$ cat src/rtl/sva_sched_pkg.sv
// Shared widths, FSM states, response codes and the slot payload for the thread scheduler.
package sva_sched_pkg;

    localparam int unsigned SLOTS   = 4;
    localparam int unsigned STATE_W = 8;
    localparam int unsigned TIMER_W = 16;
    localparam int unsigned CNT_W   = $clog2(SLOTS + 1);
    localparam int unsigned IDX_W   = (SLOTS > 1) ? $clog2(SLOTS) : 1;

    localparam logic [STATE_W-1:0] ST0 = STATE_W'(0);

    typedef enum logic [2:0] {
        ST_IDLE,
        ST_ISSUE,
        ST_WAIT,
        ST_SP_ISSUE,
        ST_SP_WAIT,
        ST_COMMIT
    } ctrl_state_e;

    typedef enum logic [1:0] {
        RC_NONE = 2'b00,
        RC_SUCC = 2'b01,
        RC_FAIL = 2'b10,
        RC_LAZY = 2'b11
    } rsp_code_e;

    typedef struct packed {
        logic [STATE_W-1:0] state;
        logic [TIMER_W-1:0] start;
    } slot_t;

endpackage

$ cat src/rtl/sva_slot_table.sv
// Live-thread table: one combinational read port, one synchronous write port.
module sva_slot_table
    import sva_sched_pkg::*;
(
    input  logic             clk,
    input  logic [CNT_W-1:0] rd_idx,
    output slot_t            rd_slot,
    input  logic             wr_en,
    input  logic [CNT_W-1:0] wr_idx,
    input  slot_t            wr_slot
);

    // Contents are meaningful only below live_cnt, so the array carries no reset.
    slot_t mem_q [SLOTS];

    // Write the compacted or freshly spawned thread.
    always_ff @(posedge clk) begin
        if (wr_en) begin
            mem_q[IDX_W'(wr_idx)] <= wr_slot;
        end
    end

    assign rd_slot = mem_q[IDX_W'(rd_idx)];

endmodule

$ cat src/rtl/sva_thread_sched.sv
// Per-tick scan of live assertion threads through a shared evaluator, with
// in-place compaction of survivors and one spawn from the start state.
module sva_thread_sched
    import sva_sched_pkg::*;
(
    input  logic               sys_clk,
    input  logic               sys_rst_n,
    input  logic               tick,
    input  logic [TIMER_W-1:0] timer,
    output logic               req_valid,
    input  logic               req_ready,
    output logic [STATE_W-1:0] req_state,
    output logic [TIMER_W-1:0] req_start,
    input  logic               rsp_valid,
    input  logic               rsp_active,
    input  logic [STATE_W-1:0] rsp_state,
    input  logic [1:0]         rsp_code,
    output logic               busy,
    output logic               succ,
    output logic               fail,
    output logic               lazy,
    output logic [CNT_W-1:0]   live_cnt,
    output logic               overflow,
    output logic               tick_missed
);

    ctrl_state_e        state_q, state_d;
    logic [CNT_W-1:0]   rd_q, rd_d;
    logic [CNT_W-1:0]   wr_q, wr_d;
    logic [CNT_W-1:0]   n_q, n_d;
    logic [CNT_W-1:0]   live_cnt_q, live_cnt_d;
    logic               req_valid_q, req_valid_d;
    logic [STATE_W-1:0] req_state_q, req_state_d;
    logic [TIMER_W-1:0] req_start_q, req_start_d;
    logic               busy_q, busy_d;
    logic               succ_q, succ_d;
    logic               fail_q, fail_d;
    logic               lazy_q, lazy_d;
    logic               overflow_q, overflow_d;
    logic               tick_missed_q, tick_missed_d;

    logic               rsp_fire;
    logic               tbl_wr_en;
    slot_t              tbl_wr_slot;
    slot_t              tbl_rd_slot;

    // Read address runs one step ahead so the request payload can be registered.
    sva_slot_table u_table (
        .clk     (sys_clk),
        .rd_idx  (rd_d),
        .rd_slot (tbl_rd_slot),
        .wr_en   (tbl_wr_en),
        .wr_idx  (wr_q),
        .wr_slot (tbl_wr_slot)
    );

    // State and output registers.
    always_ff @(posedge sys_clk or negedge sys_rst_n) begin
        if (!sys_rst_n) begin
            state_q       <= ST_IDLE;
            rd_q          <= '0;
            wr_q          <= '0;
            n_q           <= '0;
            live_cnt_q    <= '0;
            req_valid_q   <= 1'b0;
            req_state_q   <= '0;
            req_start_q   <= '0;
            busy_q        <= 1'b0;
            succ_q        <= 1'b0;
            fail_q        <= 1'b0;
            lazy_q        <= 1'b0;
            overflow_q    <= 1'b0;
            tick_missed_q <= 1'b0;
        end else begin
            state_q       <= state_d;
            rd_q          <= rd_d;
            wr_q          <= wr_d;
            n_q           <= n_d;
            live_cnt_q    <= live_cnt_d;
            req_valid_q   <= req_valid_d;
            req_state_q   <= req_state_d;
            req_start_q   <= req_start_d;
            busy_q        <= busy_d;
            succ_q        <= succ_d;
            fail_q        <= fail_d;
            lazy_q        <= lazy_d;
            overflow_q    <= overflow_d;
            tick_missed_q <= tick_missed_d;
        end
    end

    // Next-state, index bookkeeping, table write-back and event decode.
    always_ff @(posedge sys_clk) begin end
    always_comb begin
        state_d       = state_q;
        rd_d          = rd_q;
        wr_d          = wr_q;
        n_d           = n_q;
        live_cnt_d    = live_cnt_q;
        overflow_d    = overflow_q;
        tick_missed_d = tick_missed_q;
        succ_d        = 1'b0;
        fail_d        = 1'b0;
        lazy_d        = 1'b0;
        rsp_fire      = 1'b0;
        tbl_wr_en     = 1'b0;
        tbl_wr_slot   = '0;

        if (tick && (state_q != ST_IDLE)) begin
            tick_missed_d = 1'b1;
        end

        case (state_q)
            ST_IDLE: begin
                if (tick) begin
                    rd_d    = '0;
                    wr_d    = '0;
                    n_d     = live_cnt_q;
                    state_d = (live_cnt_q != '0) ? ST_ISSUE : ST_SP_ISSUE;
                end
            end
            ST_ISSUE: begin
                if (req_ready) begin
                    state_d = ST_WAIT;
                end
            end
            ST_WAIT: begin
                if (rsp_valid) begin
                    rsp_fire = 1'b1;
                    // wr never passes rd, so this cannot clobber an unread thread.
                    if (rsp_active) begin
                        tbl_wr_en         = 1'b1;
                        tbl_wr_slot.state = rsp_state;
                        tbl_wr_slot.start = req_start_q;
                        wr_d              = wr_q + CNT_W'(1);
                    end
                    rd_d    = rd_q + CNT_W'(1);
                    state_d = ((rd_q + CNT_W'(1)) == n_q) ? ST_SP_ISSUE : ST_ISSUE;
                end
            end
            ST_SP_ISSUE: begin
                if (req_ready) begin
                    state_d = ST_SP_WAIT;
                end
            end
            ST_SP_WAIT: begin
                if (rsp_valid) begin
                    rsp_fire = 1'b1;
                    if (rsp_active) begin
                        if (wr_q < CNT_W'(SLOTS)) begin
                            tbl_wr_en         = 1'b1;
                            tbl_wr_slot.state = rsp_state;
                            tbl_wr_slot.start = req_start_q;
                            wr_d              = wr_q + CNT_W'(1);
                        end else begin
                            overflow_d = 1'b1;
                        end
                    end
                    state_d = ST_COMMIT;
                end
            end
            ST_COMMIT: begin
                live_cnt_d = wr_q;
                state_d    = ST_IDLE;
            end
            default: begin
                state_d = ST_IDLE;
            end
        endcase

        if (rsp_fire) begin
            case (rsp_code_e'(rsp_code))
                RC_SUCC: succ_d = 1'b1;
                RC_FAIL: fail_d = 1'b1;
                RC_LAZY: lazy_d = 1'b1;
                default: ;
            endcase
        end
    end

    // Request payload: loaded on entry to an issue state and held until accepted.
    always_comb begin
        req_state_d = req_state_q;
        req_start_d = req_start_q;
        req_valid_d = (state_d == ST_ISSUE) || (state_d == ST_SP_ISSUE);
        busy_d      = (state_d != ST_IDLE);

        if ((state_d == ST_ISSUE) && (state_q != ST_ISSUE)) begin
            req_state_d = tbl_rd_slot.state;
            req_start_d = tbl_rd_slot.start;
        end
        if ((state_d == ST_SP_ISSUE) && (state_q != ST_SP_ISSUE)) begin
            req_state_d = ST0;
            req_start_d = timer;
        end
    end

    assign req_valid   = req_valid_q;
    assign req_state   = req_state_q;
    assign req_start   = req_start_q;
    assign busy        = busy_q;
    assign succ        = succ_q;
    assign fail        = fail_q;
    assign lazy        = lazy_q;
    assign live_cnt    = live_cnt_q;
    assign overflow    = overflow_q;
    assign tick_missed = tick_missed_q;

endmodule

$ cat config.mk
export PLATFORM = sky130hd
export DESIGN_NAME = sva_thread_sched
export DESIGN_NICKNAME = d
export VERILOG_FILES = /design/src/rtl/sva_sched_pkg.sv /design/src/rtl/sva_slot_table.sv /design/src/rtl/sva_thread_sched.sv
export SDC_FILE = /design/constraint.sdc
export NUM_CORES = 1
export LEC_CHECK = 0
export ABC_CLOCK_PERIOD_IN_PS = 5300
export CAP_MARGIN = 10
export CORE_UTILIZATION = 45
export CTS_BUF_LIST = sky130_fd_sc_hd__clkbuf_4 sky130_fd_sc_hd__clkbuf_8
export CTS_CLUSTER_SIZE = 24
export DETAILED_ROUTE_END_ITERATION = 10
export PLACE_DENSITY = 0.66
export SYNTH_ARGS = -nofsm -noshare
export SYNTH_HDL_FRONTEND = slang
export SYNTH_SLANG_ARGS = --single-unit
$ cat constraint.sdc
create_clock -name sys_clk -period 5.3 [get_ports sys_clk]
set_input_delay 0.53 -clock sys_clk [delete_from_list [all_inputs] [get_ports sys_clk]]
set_output_delay 0.53 -clock sys_clk [all_outputs]
set_load 0.02 [all_outputs]
Word-level counts from Yosys, hierarchy flattened --
Memory sizes are Yosys's and may differ from the RTL's. Cells that the tools add are included.
Storage, ports and cells: flip-flop bits (word level) 46, memories kept 1, output and inout bits 34, memory bits (writable) 96, input bits 32, word-level logic and storage cells 99
Operators by class: bitwise gates (word level) 1, mux-type cells 44, add/sub/neg operators 2, reduce and logical (&&, ||, !) cells 16, eq/ne operators 19, order comparisons 1
Memory list:
- u_table.mem_q | depth 4, bits a word 24, rd ports 1, clocked after memory_dff 0, write ports 1, RTL line sva_slot_table.sv:14 | slot_t mem_q [SLOTS];
Operators by type and width (number):
- $mux W24 | 5
- $pmux W24 S2 | 1
- $mux W3 | 13
- $mux W16 | 2
- $mux W8 | 2
- $mux W1 | 15
- $pmux W3 S5 | 1
- $ne A2 B2 Y1 const B | 6
- $reduce_bool A3 Y1 | 4
- $eq A3 B2 Y1 const B | 3
- $pmux W3 S3 | 1
- $reduce_and A7 Y1 | 1
- $add A3 B1 Y3 const B | 2
- $eq A3 B1 Y1 const B | 2
- $eq A3 B3 Y1 const B | 2
- $pmux W3 S2 | 1
- $eq A2 B2 Y1 const B | 2
- $mux W2 | 2
- $reduce_and A4 Y1 | 1
- $reduce_bool A2 Y1 | 2
- $eq A3 B3 Y1 | 1
- $logic_and A1 B1 Y1 | 3
- $logic_not A3 Y1 | 1
- $lt A3 B3 Y1 const B | 1
- 9 further kinds | 9

Depth between registers and ports, before layout --
depth after elaboration 9, gate-level depth with buffers 8, gate-level depth less buffers 6

Hierarchy --
From an unflattened synthesis, not the netlist that was laid out.
Unflattened totals: cell total of the unflattened synthesis 375, area, all modules 5920.7 um2
Modules (own cells, without submodules):
- sva_slot_table | instances 1, area each 3534.6 um2, seq. area each 2882.8 um2, cells each 130
- sva_thread_sched | instances 1, area each 2386.0 um2, seq. area each 1151.1 um2, cells each 245

Worst setup path before layout --
OpenSTA, ideal clock, no wires.
path kind register -> register, start point register state_q[1], end point memory u_table.mem_q[0][0] (netlist bit), enable pin, clock period less this slack 2237 ps, required time 4917 ps, stages on the path, launching flop included 6, setup time 383 ps, arrival 1854 ps, path buffers 2, slack 3063 ps, path through dfrtp_1 buf_2 nand2b_1 o21ai_1 clkbuf_1 and3_1
Between the ends: word-level cells in the longest chain between the ends 4, elaborated cells between the ends (all ways) 5, those cells by class eq/ne (2); mux (3)
Ends and longest elaborated chain:
- from (decl) | RTL line sva_thread_sched.sv:27 | ctrl_state_e state_q, state_d;
- from (signal assigned) | RTL line sva_thread_sched.sv:75 | state_q <= state_d;
- $eq A3 B3 Y1 / $eq A3 B2 Y1 (equally long branches) | RTL line sva_thread_sched.sv:113 | case (state_q)
- $pmux W1 S2 (*) | RTL line sva_thread_sched.sv:113
- $mux W1 (*) | RTL line sva_slot_table.sv:18 | if (wr_en) begin
- $mux W1 (implied by the code) (*) | RTL line sva_slot_table.sv:19 | mem_q[IDX_W'(wr_idx)] <= wr_slot;
- to (decl) | RTL line sva_slot_table.sv:14
Every way passes the cells marked *; elsewhere a longest branch is shown, timed or not.

Worst setup path after layout --
start point register state_q[2], end point memory u_table.mem_q[0][20] (netlist bit), enable pin
The elaborated chain is that of the path after synthesis.

==> qor.log <==
qor: routing.route.vias.total 3953
qor: setup_path.critPathLaunchType flip-flop
qor: timing.timing_hold_violations_final 0
qor: timing.worst_case_headroom_to_the_max_slew_limit 23.3%
qor: placed_design.detailed_place_hpwl 7.95 mm
qor: floorplanning.die_area 13800 sq um
qor: floorplanning.die-height 118 microns
qor: clocking.post_cts_hold_buffer_count 0
qor: power.static-leakage-power 2.79 nW
qor: timing.timing_worst_slew_pin_value 1.15 ns
qor: global_routing.grt_remaining_overflow 0
qor: logic_synthesis.synth_nets 474
qor: power.power_per_cell_area 579 nW/um^2
qor: floorplanning.core_area 12800 sq um
qor: routing.route.antenna.remaining_nets 0
qor: global_routing.number_of_global_route_vias_before_repair 3942
qor: power.internal_power 2.55 mW
qor: clocking.htree_num_levels 4
qor: logic_synthesis.netlist_instances 437
qor: logic_synthesis.synth.yosys.warnings 0
qor: floorplanning.fp-row-count 41
qor: layout.mostFrequentLayoutCell edfxtp_1
qor: clocking.ctsRootBufferMaster clkbuf_8
qor: global_routing.busiest_layer met2
qor: logic_synthesis.synth.yosys.seq_area_share 67.1%
qor: global_routing.grt_use_met1 26.0%
qor: floorplanning.num_io_pins 66
qor: power.p_switching 1.61 mW
qor: floorplanning.die_width 118 microns
qor: setup_path.critical_path.slowest_cell and3_1
qor: logic_synthesis.post_synth_num_cell_types 47
qor: power.vdd_ir_drop_max 248 uV
qor: timing.fmaxAchievable 313 MHz
qor: job.drv_cap 0
qor: global_routing.largest_net_degree_at_the_start_of_global_routing 50
qor: global_routing.grt_first_pass_wirelength 21.3 mm
qor: layout.areaGrowthSynthToFinish 19.5%
qor: clocking.tritoncts.num_buffers 17
qor: logic_synthesis.synth-edff-count 96
qor: setup_path.cp.required 5.35 ns
qor: clocking.tritoncts done
qor: timing.timing.final.setup_violations 0
qor: global_routing.grt_use_met2 32.5%
qor: logic_synthesis.async_reset_ff_share 32.4%
qor: logic_synthesis.synth_area_leaders edfxtp_1 48%, dfrtp_1 19%, and3_1 8.0%
qor: layout.antenna_cells_inserted 0
qor: floorplanning.starting_density_of_the_core 46.9%
qor: routing.routed_wl 13.5 mm
qor: timing.finalWorstPathRequiredPeriod 3.20 ns
qor: clocking.clock_latency 0.44 ns
qor: outcome.run_status complete, no violations
qor: setup_path.critical_path.cell_chain nand2b_1 > o21ai_1 > and3_1
qor: layout.num-nets-final 533
qor: logic_synthesis.synth_area_per_cell 13.8 sq um
qor: global_routing.groute.layer.met3.usage 4.36%
qor: routing.drt_pass1_iterations 5
qor: clocking.clk_pin_slew 0.07 ns
qor: logic_synthesis.mappedNetlistArea 6010 sq um
qor: power.clock_power_share 20.2%
qor: clocking.ctsResizeCount 0
qor: logic_synthesis.synth_seq_cells 142
qor: layout.fillers 1076
qor: routing.wl_per_cell 19.8 microns
qor: clocking.clockBufferDepth 2
qor: setup_path.stage_delay_of_the_slowest_cell_on_the_critical_path 1.05 ns
qor: global_routing.all_layer_global_routing_usage 20.3%
qor: placed_design.gpl_congestion 0.750
qor: layout.layout.core_utilization 56.0%
qor: logic_synthesis.dominantRegCellSynth edfxtp_1
qor: timing.timing.setup.tns 0 ns
qor: routing.avgViaCountPerCell 5.80
qor: setup_path.cp-end-kind flip-flop
qor: routing.drc_errors 0
qor: routing.drt_first_iter_violations 276
qor: setup_path.path_class flip-flop to flip-flop
qor: setup_path.crit_path_max_fanout 24
qor: timing.timing.final.crit_share 60.4%
qor: timing.report.final.slew_viol_count 0
qor: hold_path.worstHoldPathType input pin to async pin
qor: timing.finClkSkew 0.0125 ns
qor: clocking.sink_count_of_the_clock_tree 142
qor: logic_synthesis.synth_area_leader_cell edfxtp_1
qor: clocking.cts_setup_buffers 0
qor: setup_path.data_arrival_at_the_endpoint_of_the_critical_path 3.25 ns
qor: global_routing.antenna_violations_before_repair 0
qor: power.p_seq_share 37.8%
qor: power.comb_power_share 42.1%
qor: layout.commonest_non_fill_non_tap_cells_in_the_layout 96 x edfxtp_1, 77 x and3_1, 64 x clkdlybuf4s50_1
qor: placed_design.buffer_ports.inserted 65
qor: setup_path.worst-r2r-cell-count 3
qor: logic_synthesis.synth.top_cell.area_share 48.0%
qor: timing.grt_setup_unrepaired false
qor: layout.layout-drive-gt1-share 11.4%
qor: power.switch_share 38.8%
==> layer usage <==
layer  routed length [microns]  part of all wire (%)
met1                      5960                    44
met2                      6510                    48
met3                       637                   4.7
met4                       350                   2.6
met5                         0                     0
==> sequential cells by signal, indices dropped and copies added (netlist names) <==
name           cells
busy               1
fail               1
lazy               1
live_cnt           3
n_q                3
overflow           1
rd_q               3
req_start         16
req_state          8
req_valid          1
state_q            3
succ               1
tick_missed        1
u_table.mem_q     96
wr_q               3
==> final timing paths <==
check                             from                    to  slack [ns]
max in group asynchronous    sys_rst_n          req_start[2]        4.71
min in group sys_clk       tick_missed           tick_missed        0.48
max                         state_q[2]  u_table.mem_q[0][20]        2.10
max reg2reg                 state_q[2]  u_table.mem_q[0][20]        2.10
min                          sys_rst_n               rd_q[2]        0.06
min reg2reg                tick_missed           tick_missed        0.48
==> synth_stat cells (all sizes together), types with 2 or more instances <==
cell	n
edfxtp	96
o31ai	26
a211oi	48
xor2	2
nor3	3
clkbuf	19
inv	4
a22oi	17
and3	77
nor2b	2
mux2	5
nor4b	2
buf	15
or3	2
o21ai	7
nor2	11
o22ai	2
nand3b	2
nand2b	6
dfrtp	46
nand3	2
nand2	20
ha	5
a21oi	5
o211ai	2
==> logic make-up after synthesis <==
kind of cell               share of synthesized area [%]
AOI/OAI and AO/OA                                   14.1
adders and majority gates                           1.04
muxes                                              0.937
and+or+nand+nor                                     13.0
buffers and inverters                               2.91
xor gates and xnor gates                           0.812
DFF                                                 67.1
==> critical path, delay by kind of cell (launching register included) <==
family / cells / cell delay, ns
AOI/OAI and AO/OA: 1 / 0.84
DFF: 1 / 0.67
and+or+nand+nor: 2 / 1.28
==> per-stage QoR <==
| step | total power, mW | instance area (sq um) | cells | hold slack, ns | worst slack [ns] |
|---|---|---|---|---|---|
| after floorplan | 2.75 | 6010 | 437 | 0.234 | 3.06 |
| after global placement | 3.33 | 6780 | 648 | 0.453 | 1.89 |
| after detailed placement | 3.36 | 6780 | 648 | 0.466 | 1.83 |
| after CTS | 4.20 | 7160 | 680 | 0.316 | 2.10 |
| after global routing | 4.41 | 7180 | 681 | 0.0839 | 1.80 |
| final | 4.16 | 7180 | 681 | 0.0594 | 2.10 |
==> final cells by class <==
cell class	instances	area [sq um]	area share [%]
flip-flops and latches	142	4030	56.2
multi-input cells	257	1810	25.2
repair buffers	74	726	10.1
clock buffers	23	292	4.06
well taps	172	215	3.00
clock inverters	9	92.6	1.29
inverters	4	15.0	0.209
==> power groups by stage <==
stage	logic, mW	registers (mW)	clock network, mW
floorplan	1.08	1.67	0
global placement	1.73	1.59	0
detailed placement	1.76	1.60	0
CTS	1.77	1.57	0.854
global route	1.91	1.60	0.898
finish	1.75	1.57	0.839
(Power assumes the default switching activity.)
